$ cat src/rtl/br_credit_sender_gate.sv
// br_credit_sender_gate: credit-gated sender stage; spends one credit per push, refills from receiver returns
module br_credit_sender_gate #(
    parameter int Width           = 8,
    parameter int MaxCredit       = 8,
    parameter int MaxCreditReturn = 1,
    localparam int CountWidth     = $clog2(MaxCredit + 1),
    localparam int ReturnWidth    = $clog2(MaxCreditReturn + 1)
) (
    input  logic                   clk,
    input  logic                   rst_n,
    input  logic                   reinit,
    input  logic [CountWidth-1:0]  initial_credit,
    input  logic [CountWidth-1:0]  credit_withhold,
    input  logic                   push_valid,
    output logic                   push_ready,
    input  logic [Width-1:0]       push_data,
    input  logic [ReturnWidth-1:0] credit_return,
    output logic                   pop_valid,
    output logic [Width-1:0]       pop_data,
    output logic [CountWidth-1:0]  credit_count,
    output logic [CountWidth-1:0]  credit_available
);
    typedef enum logic {INIT, ACTIVE} state_t;
    localparam logic [CountWidth:0] MaxC = (CountWidth + 1)'(MaxCredit);
    state_t state;
    logic push_xfer;
    logic [CountWidth:0] sum;
    logic [CountWidth-1:0] next_count;
    always_comb begin
        credit_available = credit_count > credit_withhold ? credit_count - credit_withhold : '0;
        push_ready = state == ACTIVE && !reinit && credit_available != '0;
        push_xfer  = push_valid && push_ready;
        sum = {1'b0, credit_count} - (CountWidth + 1)'(push_xfer) + (CountWidth + 1)'(credit_return);
        // an illegal over-return saturates instead of wrapping
        next_count = sum > MaxC ? CountWidth'(MaxCredit) : sum[CountWidth-1:0];
    end
    always_ff @(posedge clk or negedge rst_n) begin
        if (!rst_n) begin
            state        <= INIT;
            credit_count <= '0;
            pop_valid    <= 1'b0;
            pop_data     <= '0;
        end else begin
            state     <= ACTIVE;
            pop_valid <= push_xfer;
            if (push_xfer) pop_data <= push_data;
            credit_count <= (state == INIT || reinit) ? initial_credit : next_count;
        end
    end
    initial_credit_a: assert property (@(posedge clk) disable iff (!rst_n) initial_credit <= CountWidth'(MaxCredit));
    withhold_a: assert property (@(posedge clk) disable iff (!rst_n) credit_withhold <= CountWidth'(MaxCredit));
    credit_return_a: assert property (@(posedge clk) disable iff (!rst_n) credit_return <= ReturnWidth'(MaxCreditReturn));
    no_credit_overflow_a: assert property (@(posedge clk) disable iff (!rst_n) (state == ACTIVE && !reinit) |-> sum <= MaxC);
    no_credit_underflow_a: assert property (@(posedge clk) disable iff (!rst_n) push_xfer |-> credit_count != '0);
    count_max_a: assert property (@(posedge clk) disable iff (!rst_n) credit_count <= CountWidth'(MaxCredit));
    pop_pulse_a: assert property (@(posedge clk) disable iff (!rst_n) pop_valid == $past(push_xfer));
    push_data_known_a: assert property (@(posedge clk) disable iff (!rst_n) push_valid |-> !$isunknown(push_data));
    zero_push_c: cover property (@(posedge clk) disable iff (!rst_n) credit_count == '0 && push_valid);
    reinit_push_c: cover property (@(posedge clk) disable iff (!rst_n) reinit && push_valid);
    return_push_c: cover property (@(posedge clk) disable iff (!rst_n) push_xfer && credit_return != '0);
    full_c: cover property (@(posedge clk) disable iff (!rst_n) credit_count == CountWidth'(MaxCredit));
endmodule

$ cat config.mk
export PLATFORM = sky130hd
export DESIGN_NAME = br_credit_sender_gate
export DESIGN_NICKNAME = d
export VERILOG_FILES = /design/src/rtl/br_credit_sender_gate.sv
export SDC_FILE = /design/constraint.sdc
export NUM_CORES = 1
export LEC_CHECK = 0
export ABC_AREA = 0
export CORE_MARGIN = 2
export CORE_UTILIZATION = 54
export DETAILED_ROUTE_END_ITERATION = 7
export DONT_BUFFER_PORTS = 1
export PLACE_DENSITY = 0.72
export SKIP_CTS_REPAIR_TIMING = 1
export SYNTH_ARGS = -nofsm -noshare
export SYNTH_HDL_FRONTEND = slang
export SYNTH_SLANG_ARGS = --single-unit
$ cat constraint.sdc
create_clock -name clk -period 3.3 [get_ports clk]
set_input_delay 0.66 -clock clk [delete_from_list [all_inputs] [get_ports clk]]
set_output_delay 0.66 -clock clk [all_outputs]
set_load 0.05 [all_outputs]
==> impl_metrics.json, run 1 <==
{
  "drive_above_1_share": 0.500,
  "critPathMaxFanout": 4,
  "die_w_um": 45.1,
  "synth_area_leader_cell": "dfrtp_1",
  "numPortBuffers": 0,
  "cts.htree.levels": 1,
  "routedWlPerCell_um": 14.4,
  "nNetsFinal": 145,
  "ir_worst_vdd_v": 0.000693,
  "required_ns": 3.47,
  "grt_max_degree": 15,
  "cts.clk_slew.worst_paths_ns": 0.08,
  "fmax_ghz": 0.315,
  "gr-usage-all-layers": 0.196,
  "power_mw": 1.00,
  "cp.arrival_ns": 3.35,
  "yosys_warnings": 0,
  "p_comb_frac": 0.432,
  "place.gp.congestion": 0.758,
  "synthArstFlopShare": 1.00,
  "tritoncts": "built",
  "clockBufferDepth": 2,
  "synth-seq-cells": 14,
  "grt_util_met2": 0.351,
  "ant_nets": 0,
  "cts_sinks": 14,
  "cp-end-kind": "register",
  "core.rowCount": 14,
  "yosysSeqAreaShare": 0.384,
  "cp-start-kind": "register",
  "hold_class": "in -> async",
  "clk_latency_ns": 0.27,
  "p_per_area_mw_per_mm2": 821,
  "num_vias": 699,
  "critical_path_class": "reg -> reg",
  "p_sw_frac": 0.506,
  "synthCells": 87,
  "fin_crit_ns": 3.18,
  "dp_cells": 123,
  "met1_usage": 0.228,
  "die_h_um": 45.1,
  "p_seq_frac": 0.451,
  "fillers": 103,
  "synth_edf_count": 0,
  "maxSlewViolCount": 0,
  "fin_tns_setup_ns": 0,
  "rsz0062_at_grt": "true",
  "grt.busiest_layer": "met2",
  "synth_top_area_frac": 0.384,
  "max_cap_viol_count": 0,
  "wl_mm": 1.84,
  "synth.net_count": 119,
  "ff_latch_area_um2": 354,
  "grt-ovfl-total": 0,
  "setup_ws_ns": 0.120,
  "route.detailed.drc": 0,
  "synth_area_um2": 912,
  "cts_root_buf": "clkbuf_4",
  "status": "finished clean",
  "coreArea_mm2": 0.00154,
  "synth.distinct_cells": 25,
  "fin_skew_ns": 0.000639,
  "pre_cts_slack_ns": -0.0828,
  "antenna_found_initial": 0,
  "area_growth_pct": 34.0,
  "drtIter0Drc": 4,
  "switchingPower_mw": 0.508,
  "ys.flop_type": "dfrtp_1",
  "via_per_inst": 5.46,
  "finalHoldViolations": 0,
  "met3_usage": 0.0200,
  "dieArea_mm2": 0.00203,
  "power.internal_mw": 0.495,
  "syn_area_per_cell_um2": 10.5,
  "power.clock.fraction": 0.117,
  "grt_pass1_wl_mm": 2.77,
  "instances_no_fill": 128,
  "ios": 39,
  "antenna_cells": 0,
  "drt_pre_antenna_iters": 4,
  "grt_pass1_vias": 689,
  "finalCritPeriodShare": 0.964,
  "cts_buffers": 3,
  "multiInputGateArea_um2": 592,
  "initial_core_util": 0.592,
  "hpwl_mm": 1.59,
  "p_leak_nw": 0.575,
  "yosys-top-cells-count": "dfrtp_1 (14), inv_1 (14), ha_1 (9), nor2_1 (9), mux2_2 (8)",
  "setup_violations": 0,
  "ys_top_cells_by_area": "dfrtp_1 (38%), ha_1 (12%), mux2_2 (9.9%)"
}
[registers in the layout, indices dropped and copies added, names as in the netlist]
register,cells
state,1
pop_data,8
credit_count,4
pop_valid,1
[cells by family (layout without fill, tap and decap cells)]
| family | count (synthesis) | after routing | share of synthesized area |
|---|---|---|---|
| buffers and inverters | 15 | 40 | 0.0617 |
| AND/OR/NAND/NOR | 19 | 19 | 0.0947 |
| AO/OA/AOI/OAI | 14 | 14 | 0.130 |
| XOR/XNOR | 3 | 3 | 0.0370 |
| adder cells (fa/ha/maj) | 11 | 11 | 0.167 |
| multiplexers | 10 | 10 | 0.121 |
| other | 1 | 1 | 0.00411 |
| flip-flops | 14 | 14 | 0.384 |
[power by group through the flow]
stage	Combinational, mW	Sequential (mW)	Clock (mW)
3_5_place_dp	0.432	0.458	0
2_1_floorplan	0.273	0.476	0
6_report	0.433	0.453	0.117
5_1_grt	0.464	0.459	0.127
3_3_place_gp	0.419	0.455	0
4_1_cts	0.434	0.454	0.122
[final timing paths]
kind | startpoint | to | slack (ns) | cells past startpoint
max in group asynchronous | rst_n | credit_count[0] | 3.15 | 0
min in group clk | initial_credit[3] | credit_count[3] | 0.50 | 1
worst max register to register | credit_count[0] | credit_count[3] | 0.12 | 15
worst min register to register | state | credit_count[3] | 0.84 | 2
worst min-delay path | rst_n | pop_data[3] | 0.07 | 0
worst max-delay path | credit_count[0] | credit_count[3] | 0.12 | 15
[per-stage QoR]
step	cell area [um2]	util	hold slack (ns)
final	1220	0.793	0.0743
after global routing	1220	0.793	0.0538
after CTS	1210	0.787	0.0621
after detailed placement	1180	0.763	0.365
after global placement	1180	0.763	0.365
after floorplan	996	-	0.364
[worst max-delay path: stages (launching register included)]
cell	delay [ns]
dfrtp_2	0.42
inv_4	0.08
ha_4	0.12
inv_2	0.04
fa_2	0.52
inv_2	0.04
and2_4	0.14
a311oi_4	0.26
ha_4	0.20
inv_2	0.04
ha_4	0.20
a21o_1	0.18
a2111o_1	0.37
a31oi_1	0.20
a311oi_2	0.09
a21o_1	0.18
[final cells by class]
class / instances / share of cell area
Multi-Input combinational cell: 58 / 0.484
Sequential cell: 14 / 0.290
Timing Repair Buffer: 22 / 0.135
Inverter: 14 / 0.0450
Clock buffer: 4 / 0.0297
Tap cell: 16 / 0.0164
[cell usage in the layout, fill, tap and decap left out, drive strengths merged, types with 2 or more instances in the layout]
| cell type | netlist | routed |
|---|---|---|
| fa | 2 | 2 |
| a21oi | 4 | 4 |
| mux2 | 8 | 8 |
| clkbuf | 0 | 4 |
| inv | 14 | 14 |
| nor2 | 9 | 9 |
| xor2 | 2 | 2 |
| a31oi | 2 | 2 |
| mux2i | 2 | 2 |
| a21o | 3 | 3 |
| a311oi | 3 | 3 |
| nand2 | 5 | 5 |
| ha | 9 | 9 |
| buf | 1 | 22 |
| dfrtp | 14 | 14 |
[per-layer routing]
layer	part of all wire	vias to the layer above
met1	0.38	325
met4	0.014	0
met2	0.54	27
met5	0	-
met3	0.056	4
li1	-	343
Note: power is estimated with default switching activity, not from simulation.
==> run 2: changes to the inputs <==
--- a/config.mk
+++ b/config.mk
@@ -7,11 +7,12 @@
 export LEC_CHECK = 0
 export ABC_AREA = 0
 export CORE_MARGIN = 2
-export CORE_UTILIZATION = 54
+export CORE_UTILIZATION = 55
 export DETAILED_ROUTE_END_ITERATION = 7
 export DONT_BUFFER_PORTS = 1
-export PLACE_DENSITY = 0.72
+export PLACE_DENSITY = 0.7
 export SKIP_CTS_REPAIR_TIMING = 1
+export SLEW_MARGIN = 20
 export SYNTH_ARGS = -nofsm -noshare
 export SYNTH_HDL_FRONTEND = slang
 export SYNTH_SLANG_ARGS = --single-unit
==> constraint.sdc (replaced) <==
create_clock -name clk -period 3.8 [get_ports clk]
set_input_delay 0.76 -clock clk [delete_from_list [all_inputs] [get_ports clk]]
set_output_delay 0.76 -clock clk [all_outputs]
set_load 0.05 [all_outputs]
==> run 2 against run 1 <==
  * Critical endpoint is now credit_count[0]
  * Power is 23% lower
  * Register-to-register slack gained 0.24 ns
  * Clock skew rose by 0.0021 ns
  * Global-route usage decreased by 1.1 points
  * Final cell count down 9.4%
  * Die area down 1.7%
  * Non-clock buffer count is 11 lower
  * Critical path type unchanged
==> impl_metrics.json, run 2 (synthesized netlist as in run 1, its figures left out) <==
{
  "grt_max_degree": 15,
  "regMostFlops": "pop_data",
  "max_stage_delay_ns": 0.44,
  "fin_skew_ns": 0.00270,
  "numPortBuffers": 0,
  "cpMostUsedCell": "inv_1",
  "fillers": 121,
  "worst_hold_slack_ns": 0.173,
  "utilization": 0.699,
  "fin_crit_ns": 3.44,
  "cp_top_family": "adder cells",
  "finalHoldViolations": 0,
  "cts_buffers": 3,
  "clockBufferDepth": 2,
  "ios": 39,
  "die_w_um": 44.7,
  "coreArea_mm2": 0.00152,
  "cts_sinks": 14,
  "hpwl_mm": 1.31,
  "most-common-layout-cells": "inv_1 (14), dfrtp_1 (14), buf_4 (11), nor2_1 (9)",
  "cts.htree.levels": 1,
  "routedWlPerCell_um": 13.4,
  "drive_above_1_share": 0.290,
  "hold_class": "in -> async",
  "grt_pass1_wl_mm": 2.64,
  "die_h_um": 44.7,
  "dieArea_mm2": 0.00200,
  "maxSlewViolCount": 0,
  "grt-ovfl-total": 0,
  "route.detailed.drc": 0,
  "critical_path_class": "reg -> reg",
  "crit_buf_inv": 4,
  "cp-end-kind": "register",
  "p_comb_frac": 0.399,
  "postLayoutCellArea_mm2": 0.00106,
  "p_sw_frac": 0.536,
  "setup_violations": 0,
  "critPathMaxFanout": 4,
  "tritoncts": "built",
  "core.rowCount": 14,
  "max_cap_viol_count": 0,
  "largest_register_ffs": 8,
  "rsz0062_at_grt": "false",
  "fmax_ghz": 0.290,
  "fin_tns_setup_ns": 0,
  "power.internal_mw": 0.359,
  "via_per_inst": 5.47,
  "grt_pass1_vias": 635,
  "p_leak_nw": 0.523,
  "power.clock.fraction": 0.103,
  "cts_root_buf": "clkbuf_4",
  "ir_worst_vdd_v": 0.000726,
  "cp-start-kind": "register",
  "wl_mm": 1.56,
  "gr-usage-all-layers": 0.186,
  "required_ns": 3.95,
  "cts.clk_slew.worst_paths_ns": 0.08,
  "initial_core_util": 0.599,
  "place_area_mm2": 0.00104,
  "ant_nets": 0,
  "nNetsFinal": 134,
  "cpMaxStageDelayCell": "fa_1",
  "num_vias": 635,
  "place.gp.congestion": 0.763,
  "clk_latency_ns": 0.27,
  "status": "finished clean",
  "crit_chain": "inv_1 > ha_1 > inv_1 > fa_1 > xnor2_1 > and2_4 > a311oi_4 > ha_4 > inv_1 > ha_1 > inv_1 > fa_1 > nand2_1 > mux2i_1 > a311oi_2 > nor2_1",
  "drt_pre_antenna_iters": 3,
  "switchingPower_mw": 0.415,
  "antenna_cells": 0,
  "area_growth_pct": 16.7,
  "p_per_area_mw_per_mm2": 728,
  "antenna_found_initial": 0,
  "finalCritPeriodShare": 0.906,
  "reg_top3": "pop_data: 8 flops, credit_count: 4 flops",
  "cp.arrival_ns": 3.59,
  "drtIter0Drc": 2,
  "p_seq_frac": 0.498
}
-- run 2: cell count changes in the layout (fill, tap and decap cells not counted) --
| cell | change |
|---|---|
| buf_4 | -11 |
| clkbuf_8 | -1 |
| dfrtp_1 | +3 |
| dfrtp_2 | -3 |
| fa_1 | +2 |
| fa_2 | -2 |
| ha_1 | +4 |
| ha_4 | -4 |
| inv_1 | +6 |
| inv_2 | -5 |
| inv_4 | -1 |
-- run 2: cell type report --
type                    count  area [um2]  area share
inverters                  14        52.6      0.0494
multi-input cells          58         537       0.504
flip-flops and latches     14         350       0.329
repair buffers             11        82.6      0.0776
well taps                  16        20.0      0.0188
clock buffers               3        22.5      0.0212
-- run 2: path summary, 6_finish.rpt --
check	end	depth (start not counted)	slack [ns]	startpoint
min reg2reg	pop_valid	3	0.80	state
max in group asynchronous	credit_count[3]	0	3.55	rst_n
max	credit_count[0]	16	0.36	credit_count[0]
min	pop_data[6]	0	0.17	rst_n
min in group clk	credit_count[3]	1	0.60	initial_credit[3]
max reg2reg	credit_count[0]	16	0.36	credit_count[0]
-- run 2: metal layers --
metal | up-vias | track usage | share of wire
li1 | 322 | - | -
met1 | 292 | 0.210 | 0.41
met2 | 21 | 0.310 | 0.50
met3 | 0 | 0.100 | 0.091
met4 | 0 | 0.0364 | 0
met5 | - | 0 | 0
-- run 2: per-stage QoR --
stage	worst slack (ns)	instances	power [mW]
after floorplan	0.0173	87	0.630
after global placement	0.135	113	0.694
after detailed placement	0.0834	113	0.705
after CTS	0.320	116	0.783
after global routing	0.0747	116	0.821
final	0.356	116	0.775
-- run 2: power groups by stage --
stage          registers, mW  clock network [mW]  logic (mW)
6_report               0.386              0.0794       0.309
5_1_grt                0.392              0.0885       0.340
4_1_cts                0.388              0.0820       0.313
3_5_place_dp           0.392                   0       0.313
3_3_place_gp           0.390                   0       0.304
2_1_floorplan          0.411                   0       0.220
